--- src/rtl/ones_count_pkg.sv ---
// rtl/ones_count_pkg.sv - shared types and sizing for the counting-ones control unit
package ones_count_pkg;

    typedef enum logic [1:0] {
        ST_IDLE  = 2'd0,
        ST_LOAD  = 2'd1,
        ST_SHIFT = 2'd2,
        ST_DONE  = 2'd3
    } state_t;

    localparam int DEFAULT_WIDTH = 8;

    // Tally width large enough to hold every value from 0 to width inclusive
    function automatic int cnt_width(input int width);
        return $clog2(width + 1);
    endfunction

endpackage

--- src/rtl/ones_tally_counter.sv ---
// rtl/ones_tally_counter.sv - clearable up-counter used for the ones tally and the step count
module ones_tally_counter #(
    parameter int CNT_W = 4
) (
    input  logic             clk,
    input  logic             rst_n,
    input  logic             clear,
    input  logic             inc,
    output logic [CNT_W-1:0] count
);

    // Clear wins over increment; the count range never reaches wrap-around
    always_ff @(posedge clk) begin
        if (!rst_n) begin
            count <= '0;
        end else if (clear) begin
            count <= '0;
        end else if (inc) begin
            count <= count + 1'b1;
        end
    end

endmodule

--- src/rtl/ones_count_ctrl.sv ---
// rtl/ones_count_ctrl.sv - sequencer and ones tally for the shift-right operand register
module ones_count_ctrl
    import ones_count_pkg::*;
#(
    parameter  int WIDTH = DEFAULT_WIDTH,
    localparam int CNT_W = cnt_width(WIDTH)
) (
    input  logic             clk,
    input  logic             rst_n,
    input  logic             start,
    input  logic             z,
    input  logic             count_enable,
    output logic             load,
    output logic             sr,
    output logic             busy,
    output logic             done,
    output logic             err,
    output logic [CNT_W-1:0] ones_count
);

    state_t           state;
    state_t           state_next;
    logic [CNT_W-1:0] step;
    logic             at_limit;
    logic             shift_active;
    logic             stuck;
    logic             in_load;

    // A run that has already shifted WIDTH times yet still sees a non-zero
    // operand indicates a broken datapath; stop shifting and flag it.
    assign in_load      = (state == ST_LOAD);
    assign at_limit     = (step == CNT_W'(WIDTH));
    assign shift_active = (state == ST_SHIFT) && !z && !at_limit;
    assign stuck        = (state == ST_SHIFT) && !z && at_limit;

    ones_tally_counter #(.CNT_W(CNT_W)) u_tally (
        .clk   (clk),
        .rst_n (rst_n),
        .clear (in_load),
        .inc   (shift_active && count_enable),
        .count (ones_count)
    );

    ones_tally_counter #(.CNT_W(CNT_W)) u_step (
        .clk   (clk),
        .rst_n (rst_n),
        .clear (in_load),
        .inc   (shift_active),
        .count (step)
    );

    // State register
    always_ff @(posedge clk) begin
        if (!rst_n) begin
            state <= ST_IDLE;
        end else begin
            state <= state_next;
        end
    end

    // Fault flag: cleared when a new run loads, held through DONE and IDLE
    always_ff @(posedge clk) begin
        if (!rst_n) begin
            err <= 1'b0;
        end else if (in_load) begin
            err <= 1'b0;
        end else if (stuck) begin
            err <= 1'b1;
        end
    end

    // Next-state decode; start is only looked at in IDLE
    always_comb begin
        state_next = state;
        case (state)
            ST_IDLE:  if (start) state_next = ST_LOAD;
            ST_LOAD:  state_next = ST_SHIFT;
            ST_SHIFT: if (z || at_limit) state_next = ST_DONE;
            ST_DONE:  state_next = ST_IDLE;
            default:  state_next = ST_IDLE;
        endcase
    end

    // Output decode; sr is qualified by z so no shift is issued once the operand is empty
    always_comb begin
        load = 1'b0;
        sr   = 1'b0;
        busy = 1'b0;
        done = 1'b0;
        case (state)
            ST_LOAD: begin
                load = 1'b1;
                busy = 1'b1;
            end
            ST_SHIFT: begin
                busy = 1'b1;
                sr   = shift_active;
            end
            ST_DONE: done = 1'b1;
            default: ;
        endcase
    end

endmodule

--- config.mk ---
export PLATFORM = sky130hd
export DESIGN_NAME = ones_count_ctrl
export DESIGN_NICKNAME = d
export VERILOG_FILES = /design/src/rtl/ones_count_pkg.sv /design/src/rtl/ones_tally_counter.sv /design/src/rtl/ones_count_ctrl.sv
export SDC_FILE = /design/constraint.sdc
export NUM_CORES = 1
export LEC_CHECK = 0
export ABC_AREA = 1
export CORE_AREA = 5 5 42 44
export DETAILED_ROUTE_END_ITERATION = 6
export DIE_AREA = 0 0 47 49
export DONT_BUFFER_PORTS = 1
export PLACE_DENSITY_LB_ADDON = 0.25
export REMOVE_ABC_BUFFERS = 1
export SYNTH_ARGS = -nofsm -noshare
export SYNTH_HDL_FRONTEND = slang
export SYNTH_HIERARCHICAL = 1
export SYNTH_SLANG_ARGS = --single-unit
export TNS_END_PERCENT = 10
--- constraint.sdc ---
create_clock -name clk -period 1.7 [get_ports clk]
set_input_delay 0 -clock clk [delete_from_list [all_inputs] [get_ports clk]]
set_output_delay 0 -clock clk [all_outputs]
set_load 0.05 [all_outputs]
==> run_results.csv <==
group,metric,value,unit
worst_setup_path,r2r_cells,11,
power,power.density,1406,nW/um^2
clock_network,tritoncts,"built",
sta,layout_min_cycle_time,1.501,ns
worst_setup_path,setup.worst_path.end,"u_tally/count[3]$_SDFFE_PP0P_",
yosys,yosys-top-cells-area,"dfxtp_1, ha_1, nand2_1",
worst_setup_path,r2r_start,"state[0]$_SDFFE_PN0P_",
placed_design,place_ws,0.06220,ns
floorplan,pin_count,14,
run,cap_violations,0,
routing,firstDrtPassIters,4,
yosys,ys_ff_latch,11,
floorplan,design.core.area,1401,um^2
sta,max_slew_margin,0.6702,
placed_design,io_buffers,0,
sta,finalSetupViolCount,0,
worst_setup_path,startpoint,"state[0]$_SDFFE_PN0P_",
run_status,violations,"hold timing",
yosys,synthDistinctLibCells,11,
yosys,synth_edf_count,0,
sta,fmax,666.1,MHz
power,power,990.5,uW
worst_setup_path,crit_family,"simple AND/OR/NAND/NOR gates",
sta,setup_tns,0,ns
placed_design,gp_congestion,0.6854,
global_routing,grt_pass1_vias,465,
final_layout,fin_util,0.5027,
yosys,yosysMostFrequentCell,"nand2_1",
floorplan,die_w,47,um
routing,ant_nets,0,
worst_setup_path,end_kind,"register",
routing,via_per_inst,4.532,
sta,postLayoutSetupSlackWorst,0.1987,ns
sta,fin_crit_sh,0.8831,
global_routing,grt-ovfl-total,0,
yosys,muxShareOfSynthArea,0,
yosys,synth_top_cells_by_count,"nand2_1, inv_1, nor2_1",
final_layout,drive_gt1_frac,0.2151,
yosys,yosysSeqAreaShare,0.3894,
final_layout,diodes,0,
yosys,yosys_warnings,6,
worst_setup_path,path_cells,"inv_4 -> ha_4 -> inv_1 -> nor2_2 -> nand2_2 -> nor2_2 -> nand2_1 -> nor2_2 -> nand2_1 -> nand2_1 -> nor2_1",
routing,wl_met1,453,um
sta,rsz0062_at_grt,"false",
routing,wl_per_cell,9.450,um
sta,holdWs,-0.01749,ns
worst_setup_path,cp.arrival,1.67,ns
worst_setup_path,max_stage_delay,0.36,ns
placed_design,placed_area,638.1,um^2
yosys,synth.avg_cell_area,7.069,um^2
worst_setup_path,crit_required,1.86,ns
final_layout,syn_to_final_growth,24.56,%
power,peakVddDrop,0.0009452,V
worst_setup_path,worst_r2r_endpoint,"u_tally/count[3]$_SDFFE_PP0P_",
worst_setup_path,start_kind,"register",
worst_setup_path,reg2reg_setup_slack,0.20,ns
placed_design,dp_cells,103,
worst_setup_path,crit_path_max_fanout,7,
yosys,synthAdderAreaFrac,0.1327,
floorplan,dieArea,2303,um^2
floorplan,initial_utilization,0.4036,
yosys,synth_top_family_by_area,"simple AND/OR/NAND/NOR gates",
sta,worstMarginPinSlew,0.4959,ns
global_routing,globalRouteTotalUtil,0.1172,
final_layout,final_nets,105,
yosys,async_reset_ff_frac,0,
power,p_leak,0.3330,nW
routing,drt-total-wl,1030,um
routing,drt-initial-drc-count,9,
clock_network,cts_buffers,3,
clock_network,clkSinkCount,11,
global_routing,antenna_found_initial,0,
global_routing,grt_pass1_wl,1932,um
worst_setup_path,worst-setup-path-type,"register to register",
worst_setup_path,cp.depth,11,
routing,met3_length,69,um
yosys,synth_ff_type,"dfxtp_1",
final_layout,final_cell_area,704.4,um^2
clock_network,ctsLongestPathBuffers,2,
yosys,netlist.area_leader.share,0.3894,
power,switching_power,444.3,uW
yosys,synth-simple-area-share,0.2566,
clock_network,root_buffer,"clkbuf_4",
clock_network,clk_pin_slew,0.07,ns
placed_design,hpwl,784.6,um
sta,hold_viol_final,2,
routing,drc,0,
routing,num_vias,494,
worst_setup_path,slowest_stage,"dfxtp_4",
clock_network,clock_latency,0.26,ns
yosys,synth_compound_area_frac,0.1283,
routing,dr.max_layer_used,"met4",
min_path,min_path_type,"input port to register",
power,clockPowerShare,0.175,
yosys,yosys.area.top_type,"dfxtp_1",
routing,wl_met2,491,um
yosys,syn_area,565.5,um^2
floorplan,rows,14,
final_layout,fin_cells,109,
yosys,syn_inst,80,
clock_network,htree_levels,1,
global_routing,grt_max_degree,8,
sta,maxSlewViolCount,0,
sta,skew,0.002048,ns
power,swShare,0.4486,
power,seqPwrFrac,0.348,
floorplan,die_h,49,um
yosys,synthXorXnorAreaFrac,0,
power,power_frac_comb,0.477,
run_status,outcome,"finished with violations",
worst_setup_path,worst-path-buf-inv,2,
power,p_int,546.2,uW
-- cell usage in the layout (no fill, tap or decap) --
cell type / instances
nor2_2: 4
ha_1: 5
a21oi_1: 8
dfxtp_1: 9
inv_1: 13
nor2_1: 12
ha_4: 1
dfxtp_2: 1
buf_4: 8
nand2_2: 1
dlygate4sd3_1: 1
o21ai_0: 5
clkbuf_1: 1
clkbuf_4: 3
nand3_1: 3
inv_4: 1
o21bai_1: 1
nand2_1: 15
dfxtp_4: 1
-- per-layer routing --
layer,up-vias,GRT usage
met2,11,0.1810
met1,206,0.1286
met3,2,0.03690
met5,-,0
li1,275,-
met4,0,0.08295
-- worst min path at each step --
| stage | start | end | cells after the start |
|---|---|---|---|
| after detailed placement | rst_n | err$_SDFFE_PP0P_ | 2 |
| after CTS | start | state[0]$_SDFFE_PN0P_ | 4 |
| final | z | err$_SDFFE_PP0P_ | 5 |
| after floorplan | rst_n | err$_SDFFE_PP0P_ | 2 |
| after global routing | z | err$_SDFFE_PP0P_ | 5 |
| after global placement | rst_n | err$_SDFFE_PP0P_ | 2 |
-- power by group through the flow --
| stage | sequential (mW) | combinational (mW) | clock [mW] |
|---|---|---|---|
| final | 0.345 | 0.473 | 0.173 |
| after global placement | 0.334 | 0.437 | 0 |
| after detailed placement | 0.334 | 0.439 | 0 |
| after CTS | 0.328 | 0.444 | 0.182 |
| after floorplan | 0.343 | 0.347 | 0 |
| after global routing | 0.354 | 0.531 | 0.198 |
-- state kept, by name (all words and copies together) (netlist names) --
signal,flops
u_tally/count,4
u_step/count,4
state,2
err,1
-- cells by family after synthesis --
logic type,after synthesis
adders and majority gates,6
and+or+nand+nor,35
DFF,11
buffers and inverters,14
AOI/OAI and AO/OA,14
-- repair_timing --
item | CTS | global route
endpoints found under the setup margin | 0 | 5
resized for setup | 0 | 8
endpoints found under the hold margin | 11 | 0
buffers inserted | 0 | 1
hold buffers | 2 | 0
-- layout make-up --
| class | instances | area [um^2] |
|---|---|---|
| inverter | 14 | 55.05 |
| tap | 16 | 20.02 |
| sequential | 11 | 225.2 |
| fill | 150 | 696.9 |
| timing repair buffer | 9 | 70.07 |
| clock buffer | 4 | 26.28 |
| multi-input combinational | 55 | 307.8 |
-- worst reg2reg max path: stages (launching register included) --
cell	delay, ns
dfxtp_4	0.36
inv_4	0.07
ha_4	0.12
inv_1	0.04
nor2_2	0.12
nand2_2	0.11
nor2_2	0.24
nand2_1	0.11
nor2_2	0.11
nand2_1	0.06
nand2_1	0.05
nor2_1	0.03
Note: power is estimated with default switching activity, not from simulation.
